===== src/rtl/xprop_sweep_sequencer_if.sv =====
// Control and result bundle between the sweep sequencer and its harness.
// master = sequencer side, slave = harness / stimulus side.
interface xprop_sweep_sequencer_if #(
  parameter int WIDTH   = 4,
  parameter int NGROUPS = 9,
  parameter int CNTW    = 16
);
  logic                 start;
  logic                 abort;
  logic [NGROUPS-1:0]   grp_ok;
  logic [2*WIDTH-1:0]   in1_code;
  logic [2*WIDTH-1:0]   in2_code;
  logic                 vec_valid;
  logic                 sample;
  logic                 busy;
  logic                 done;
  logic                 pass;
  logic [CNTW-1:0]      fail_count;
  logic [NGROUPS-1:0]   fail_mask;
  logic [4*WIDTH-1:0]   first_fail_idx;
  logic [NGROUPS-1:0]   first_fail_mask;
  logic                 first_fail_valid;

  modport master (
    input  start, abort, grp_ok,
    output in1_code, in2_code, vec_valid, sample,
    output busy, done, pass, fail_count, fail_mask,
    output first_fail_idx, first_fail_mask,
    output first_fail_valid
  );

  modport slave (
    output start, abort, grp_ok,
    input  in1_code, in2_code, vec_valid, sample,
    input  busy, done, pass, fail_count, fail_mask,
    input  first_fail_idx, first_fail_mask,
    input  first_fail_valid
  );
endinterface


===== src/rtl/xprop_sweep_sequencer.sv =====
// Sweeps every 4-state code pair into a spec/impl DUT pair and scores grp_ok.
// Ports: clk, rst (sync, active high), bus = control/result bundle (master).
module xprop_sweep_sequencer #(
  parameter int WIDTH   = 4,
  parameter int NGROUPS = 9,
  parameter int SETTLE  = 4,
  parameter int CNTW    = 16
) (
  input  logic clk,
  input  logic rst,
  xprop_sweep_sequencer_if.master bus
);
  localparam int IW = 4 * WIDTH;
  localparam logic [7:0] RELOAD = 8'(SETTLE - 1);

  typedef enum logic [1:0] {
    S_IDLE, S_SETTLE, S_CHECK, S_DONE
  } state_t;

  state_t             state_q, state_d;
  logic [IW-1:0]      idx_q, idx_d;
  logic [7:0]         cnt_q, cnt_d;
  logic               sample_q, sample_d;
  logic               busy_q, busy_d;
  logic               done_q, done_d;
  logic               pass_q, pass_d;
  logic [CNTW-1:0]    fcnt_q, fcnt_d;
  logic [NGROUPS-1:0] fmask_q, fmask_d;
  logic [IW-1:0]      ff_idx_q, ff_idx_d;
  logic [NGROUPS-1:0] ff_mask_q, ff_mask_d;
  logic               ff_vld_q, ff_vld_d;
  logic               miss;

  assign miss = ~&bus.grp_ok;

  always_comb begin
    state_d   = state_q;
    idx_d     = idx_q;
    cnt_d     = cnt_q;
    done_d    = done_q;
    pass_d    = pass_q;
    fcnt_d    = fcnt_q;
    fmask_d   = fmask_q;
    ff_idx_d  = ff_idx_q;
    ff_mask_d = ff_mask_q;
    ff_vld_d  = ff_vld_q;
    if (bus.abort) begin
      state_d = S_IDLE;
      done_d  = 1'b0;
    end else begin
      unique case (state_q)
        S_IDLE, S_DONE: begin
          if (bus.start) begin
            state_d   = S_SETTLE;
            idx_d     = '0;
            cnt_d     = RELOAD;
            done_d    = 1'b0;
            pass_d    = 1'b0;
            fcnt_d    = '0;
            fmask_d   = '0;
            ff_idx_d  = '0;
            ff_mask_d = '0;
            ff_vld_d  = 1'b0;
          end
        end
        S_SETTLE: begin
          if (cnt_q == 8'd0) state_d = S_CHECK;
          else cnt_d = cnt_q - 8'd1;
        end
        S_CHECK: begin
          if (miss) begin
            if (!(&fcnt_q)) fcnt_d = fcnt_q + 1'b1;
            fmask_d = fmask_q | ~bus.grp_ok;
            if (!ff_vld_q) begin
              ff_idx_d  = idx_q;
              ff_mask_d = ~bus.grp_ok;
              ff_vld_d  = 1'b1;
            end
          end
          // N-1 is all ones, so idx never needs to wrap
          if (&idx_q) begin
            state_d = S_DONE;
            done_d  = 1'b1;
            pass_d  = (fcnt_d == '0);
          end else begin
            state_d = S_SETTLE;
            idx_d   = idx_q + 1'b1;
            cnt_d   = RELOAD;
          end
        end
        default: state_d = S_IDLE;
      endcase
    end
  end

  // sample/busy are registered copies of the next state's decode
  always_comb begin
    sample_d = (state_d == S_CHECK);
    busy_d   = (state_d == S_SETTLE) || (state_d == S_CHECK);
  end

  always_ff @(posedge clk) begin
    if (rst) begin
      state_q   <= S_IDLE;
      idx_q     <= '0;
      cnt_q     <= '0;
      sample_q  <= 1'b0;
      busy_q    <= 1'b0;
      done_q    <= 1'b0;
      pass_q    <= 1'b0;
      fcnt_q    <= '0;
      fmask_q   <= '0;
      ff_idx_q  <= '0;
      ff_mask_q <= '0;
      ff_vld_q  <= 1'b0;
    end else begin
      state_q   <= state_d;
      idx_q     <= idx_d;
      cnt_q     <= cnt_d;
      sample_q  <= sample_d;
      busy_q    <= busy_d;
      done_q    <= done_d;
      pass_q    <= pass_d;
      fcnt_q    <= fcnt_d;
      fmask_q   <= fmask_d;
      ff_idx_q  <= ff_idx_d;
      ff_mask_q <= ff_mask_d;
      ff_vld_q  <= ff_vld_d;
    end
  end

  assign bus.in1_code         = idx_q[IW-1:2*WIDTH];
  assign bus.in2_code         = idx_q[2*WIDTH-1:0];
  assign bus.vec_valid        = busy_q;
  assign bus.sample           = sample_q;
  assign bus.busy             = busy_q;
  assign bus.done             = done_q;
  assign bus.pass             = pass_q;
  assign bus.fail_count       = fcnt_q;
  assign bus.fail_mask        = fmask_q;
  assign bus.first_fail_idx   = ff_idx_q;
  assign bus.first_fail_mask  = ff_mask_q;
  assign bus.first_fail_valid = ff_vld_q;
endmodule


===== src/flat_wrapper.sv =====
// flat-port wrapper written by rule: the top's interface ports become plain ports
module xprop_sweep_sequencer_flat 
#(
  parameter int WIDTH   = 4,
  parameter int NGROUPS = 9,
  parameter int SETTLE  = 4,
  parameter int CNTW    = 16
)
  (clk, rst, bus_start, bus_abort, bus_grp_ok, bus_in1_code, bus_in2_code, bus_vec_valid, bus_sample, bus_busy, bus_done, bus_pass, bus_fail_count, bus_fail_mask, bus_first_fail_idx, bus_first_fail_mask, bus_first_fail_valid);
  xprop_sweep_sequencer_if #(.WIDTH(WIDTH), .NGROUPS(NGROUPS), .CNTW(CNTW)) bus_i ();
  input  logic clk;
  input  logic rst;
  input wire logic [$bits(bus_i.start)-1:0] bus_start;
  input wire logic [$bits(bus_i.abort)-1:0] bus_abort;
  input wire logic [$bits(bus_i.grp_ok)-1:0] bus_grp_ok;
  output wire logic [$bits(bus_i.in1_code)-1:0] bus_in1_code;
  output wire logic [$bits(bus_i.in2_code)-1:0] bus_in2_code;
  output wire logic [$bits(bus_i.vec_valid)-1:0] bus_vec_valid;
  output wire logic [$bits(bus_i.sample)-1:0] bus_sample;
  output wire logic [$bits(bus_i.busy)-1:0] bus_busy;
  output wire logic [$bits(bus_i.done)-1:0] bus_done;
  output wire logic [$bits(bus_i.pass)-1:0] bus_pass;
  output wire logic [$bits(bus_i.fail_count)-1:0] bus_fail_count;
  output wire logic [$bits(bus_i.fail_mask)-1:0] bus_fail_mask;
  output wire logic [$bits(bus_i.first_fail_idx)-1:0] bus_first_fail_idx;
  output wire logic [$bits(bus_i.first_fail_mask)-1:0] bus_first_fail_mask;
  output wire logic [$bits(bus_i.first_fail_valid)-1:0] bus_first_fail_valid;
  assign bus_i.start = bus_start;
  assign bus_i.abort = bus_abort;
  assign bus_i.grp_ok = bus_grp_ok;
  assign bus_in1_code = bus_i.in1_code;
  assign bus_in2_code = bus_i.in2_code;
  assign bus_vec_valid = bus_i.vec_valid;
  assign bus_sample = bus_i.sample;
  assign bus_busy = bus_i.busy;
  assign bus_done = bus_i.done;
  assign bus_pass = bus_i.pass;
  assign bus_fail_count = bus_i.fail_count;
  assign bus_fail_mask = bus_i.fail_mask;
  assign bus_first_fail_idx = bus_i.first_fail_idx;
  assign bus_first_fail_mask = bus_i.first_fail_mask;
  assign bus_first_fail_valid = bus_i.first_fail_valid;
  xprop_sweep_sequencer #(.WIDTH(WIDTH), .NGROUPS(NGROUPS), .SETTLE(SETTLE), .CNTW(CNTW)) u_core (.clk(clk), .rst(rst), .bus(bus_i));
endmodule

===== config.mk =====
export PLATFORM = sky130hd
export DESIGN_NAME = xprop_sweep_sequencer_flat
export DESIGN_NICKNAME = d
export VERILOG_FILES = /design/src/rtl/xprop_sweep_sequencer_if.sv /design/src/rtl/xprop_sweep_sequencer.sv /design/src/flat_wrapper.sv
export SDC_FILE = /design/constraint.sdc
export NUM_CORES = 1
export LEC_CHECK = 0
export ABC_CLOCK_PERIOD_IN_PS = 3600
export CAP_MARGIN = 20
export CORE_ASPECT_RATIO = 1.5
export CORE_MARGIN = 1
export CORE_UTILIZATION = 55
export DETAILED_ROUTE_END_ITERATION = 6
export GPL_TIMING_DRIVEN = 0
export PLACE_DENSITY = 0.86
export SETUP_SLACK_MARGIN = 0.15
export SLEW_MARGIN = 15
export SYNTH_ARGS = -nofsm -noshare
export SYNTH_HDL_FRONTEND = slang
export SYNTH_SLANG_ARGS = --single-unit

===== constraint.sdc =====
create_clock -name clk -period 3.6 [get_ports clk]
set_input_delay 0.72 -clock clk [delete_from_list [all_inputs] [get_ports clk]]
set_output_delay 0.72 -clock clk [all_outputs]
set_load 0.02 [all_outputs]

==> results.md <==
- Core area: 6850 sq um
- Number of distinct standard cells referenced by the synthesized netlist: 48
- Max clock buf depth: 2
- Fin crit period: 3.03 ns
- Class of the worst hold path: reg -> reg
- Nature of the critical path endpoint: register
- Worst endpoint required time: 3.89 ns
- Number of maximum-capacitance violations: 0
- CTS tree: yes
- Flip-flop cell with the highest count after synthesis: sky130_fd_sc_hd__dfxtp_1
- Initial antenna violation count: 0
- Vias per cell: 5.92
- Part of the total power dissipated in combinational logic: 0.100
- Most used cell along the critical path: sky130_fd_sc_hd__nand2_1
- Commonest cells post-synth: sky130_fd_sc_hd__nor2_1 (116), sky130_fd_sc_hd__dfxtp_1 (81), sky130_fd_sc_hd__nand2_1 (37)
- Total clock buffers created by CTS: 9
- Gate count of the mapped netlist: 482
- Root Buffer: sky130_fd_sc_hd__clkbuf_8
- Share of synthesized flip-flops with an asynchronous set or reset: 0
- Insertion delay to the later sink of the worst-skew pair: 0.36 ns
- Standby leakage power: 1.82 nW
- Placed Instances: 642
- Peak fanout along the critical path: 10
- Post-CTS setup buffer count: 0
- CP Data Arrival Time: 3.32 ns
- Type of the setup path with the least slack: in -> reg
- Boundary pin count: 85
- Maximum number of pins on one net before global-route repair: 13
- Fraction of final layout cells with drive strength greater than 1: 0.0810
- Run status: finished with violations
- EDFF count, synth: 0
- Final std cells w/o fill: 658
- Via count of the first global-routing pass: 3698
- Fin crit share: 0.842
- Initial DRT Pass Iterations: 7
- DP HPWL: 8020 um
- Last weighted congestion value of the routability-driven placer: 0.919
- Slowest cell delay on critical path: 0.52 ns
- P per Cell Area: 344 nW/um^2
- Area growth from synthesis to layout: 28.4%
- Yosys warns: 0
- Total track usage: 0.304
- Global-route wire length before repair: 17600 um
- Sequential share of power: 0.537
- Cts repair resizes: 0
- Netlist Area Pre-Place: 3890 sq um
- Max Slew Vio Count: 0
- Top cell type by total area after synthesis: sky130_fd_sc_hd__dfxtp_1
- Initial standard-cell utilization of the core: 0.568
- Worst supply voltage drop on vdd: 0.337 mV
- Post-Synthesis Mean Instance Area: 8.08 sq um
- Ant. Diodes: 0
- Number of setup violations in the final report: 0
- Crit path max-delay cell type: sky130_fd_sc_hd__clkdlybuf4s50_1
- Total number of placement rows: 37
- Horizontal extent of the die: 70.7 um
- Setup Total Neg Slack: 0 ns
- Flip-flop and latch count after synthesis: 81
- H-tree levels: 3
- Switching part of the total power: 0.258
- Fin Clk Skew: 0.00413 ns
- Layout Nets: 595
- Register area share after synthesis: 0.416
- RSZ-0062 raised after global routing: no
- Max-slew headroom at the worst pin: 0.537
- Internal Dissipation: 0.00128 W
- Slew at the pin closest to its max-slew limit: 0.689 ns
- Average routed wire per standard cell: 16.5 um
- Die outline area: 7430 sq um
- Count of hold-fix buffers inserted at cts: 0
- Final Hold Vio Count: 0
- CTS sink cnt: 81
- Timing-limited maximum frequency: 0.330 GHz
- Aggregate routed wire length: 10900 um
- Drc violations: 6
- Sum of buffers and inverters on the critical path: 2
- Critical path cell sequence: clkdlybuf4s50_1 > nand2_1 > a21oi_1 > nand2_1 > nor3b_2 > clkbuf_1 > a22oi_1 > nor2_1
- Port Buf Inserts: 82
- Leftover overflow at the end of global routing: 0
- Clock power frac: 0.363
- Total via count in the routed design: 3896
- Residual antenna-violating net count after detailed routing: 0
- Failing checks: design-rule violations
- Cell with the most instances after synthesis: sky130_fd_sc_hd__nor2_1
- Switch Pwr: 0.000445 W
- Cell types occupying the most area after synthesis: sky130_fd_sc_hd__dfxtp_1 (42%), sky130_fd_sc_hd__nor2_1 (11%), sky130_fd_sc_hd__a22oi_1 (5.2%), sky130_fd_sc_hd__nand2_1 (3.6%), sky130_fd_sc_hd__a21oi_1 (3.0%)
- Element type at the critical path start: primary input
- Synthesized Nets: 501
- Overall die height: 105 um
- Violation count after the first detailed-routing iteration: 296
- Kind of cell with the highest combined delay on the critical path: simple AND/OR/NAND/NOR gates
- Clock slew at reported path FFs: 0.08 ns
- Top cell type's share of synthesized area: 0.416
-- power groups by stage --
stage	registers [W]	logic, W	clock network [W]
2_1_floorplan	0.000951	0.0000994	0
3_3_place_gp	0.000943	0.000162	0
3_5_place_dp	0.000945	0.000169	0
4_1_cts	0.000924	0.000170	0.000635
5_1_grt	0.000926	0.000190	0.000675
6_report	0.000924	0.000172	0.000626
-- worst reg2reg max path: stages, from the launching register on --
cell	delay, ns
sky130_fd_sc_hd__dfxtp_1	0.37
sky130_fd_sc_hd__inv_1	0.06
sky130_fd_sc_hd__ha_1	0.35
sky130_fd_sc_hd__nand2b_1	0.18
sky130_fd_sc_hd__a21oi_1	0.47
sky130_fd_sc_hd__nand2_1	0.27
sky130_fd_sc_hd__nor3b_2	0.49
sky130_fd_sc_hd__clkbuf_1	0.42
sky130_fd_sc_hd__a22oi_1	0.19
sky130_fd_sc_hd__nor2_1	0.15
-- metrics by stage --
stage          cell area [sq um]  utilization  setup slack, ns  hold slack [ns]  power (W)
3_3_place_gp                4810        0.703            0.324            0.452    0.00111
3_5_place_dp                4810        0.703            0.286            0.463    0.00111
4_1_cts                     4990        0.729            0.599            0.482    0.00173
6_report                    5000        0.730            0.568            0.483    0.00172
2_1_floorplan               3890            -             1.07            0.480    0.00105
5_1_grt                     5000        0.730            0.318            0.507    0.00179
-- per-layer routing --
layer	routed length, um	vias up	global-route usage
met3	434	27	0.0569
met5	0	-	0
met2	5930	126	0.548
met1	4150	1862	0.329
li1	-	1881	-
met4	336	0	0.161
-- worst paths after layout --
kind / from / endpoint / slack [ns] / cells after the start
worst max-delay path: bus_start / u_core.bus.first_fail_idx[1] / 0.57 / 8
worst min-delay path: u_core.bus.fail_mask[6] / u_core.bus.fail_mask[6] / 0.48 / 2
worst max register to register: u_core.state_q[0] / u_core.bus.first_fail_idx[1] / 0.58 / 9
worst min register to register: u_core.bus.fail_mask[6] / u_core.bus.fail_mask[6] / 0.48 / 2
-- cell usage in the layout, fill, tap and decap left out, types with 8 or more instances in the layout --
cell / netlist / routed
sky130_fd_sc_hd__xor2_1: 13 / 13
sky130_fd_sc_hd__mux2_2: 10 / 10
sky130_fd_sc_hd__nand2_1: 37 / 37
sky130_fd_sc_hd__clkdlybuf4s50_1: 0 / 82
sky130_fd_sc_hd__o21ai_0: 15 / 15
sky130_fd_sc_hd__nor3_1: 9 / 9
sky130_fd_sc_hd__inv_1: 8 / 8
sky130_fd_sc_hd__dfxtp_1: 81 / 81
sky130_fd_sc_hd__nor2_1: 116 / 116
sky130_fd_sc_hd__nand3_1: 22 / 22
sky130_fd_sc_hd__a22oi_1: 27 / 27
sky130_fd_sc_hd__clkbuf_8: 0 / 12
sky130_fd_sc_hd__nand4_1: 8 / 8
sky130_fd_sc_hd__clkbuf_1: 19 / 20
sky130_fd_sc_hd__a21oi_1: 23 / 23
-- cell type report --
class / count / area, sq um
multi-input cells: 364 / 2120
fillers: 538 / 1850
flip-flops and latches: 81 / 1620
repair buffers: 83 / 826
clock buffers: 13 / 169
plain buffers: 29 / 124
well taps: 78 / 97.6
inverters: 8 / 30.0
clock inverters: 2 / 12.5
-- flip-flops by register name, indices dropped and copies added, names as in the netlist --
signal	cells
u_core.bus.fail_count	16
u_core.bus.first_fail_idx	16
u_core.idx_q	16
u_core.bus.fail_mask	9
u_core.bus.first_fail_mask	9
u_core.cnt_q	8
u_core.state_q	2
u_core.bus.busy	1
u_core.bus.done	1
u_core.bus.first_fail_valid	1
u_core.bus.pass	1
u_core.bus.sample	1
-- kinds of logic (layout without fill, tap and decap cells) --
logic type | after synthesis | in the layout | synth area share
xor+xnor | 18 | 18 | 0.0405
buf+inv | 37 | 135 | 0.0395
simple gates | 241 | 241 | 0.303
compound gates | 86 | 86 | 0.145
flops | 81 | 81 | 0.416
mux | 13 | 13 | 0.0366
fa+ha+maj | 6 | 6 | 0.0193
(Power assumes the default switching activity.)
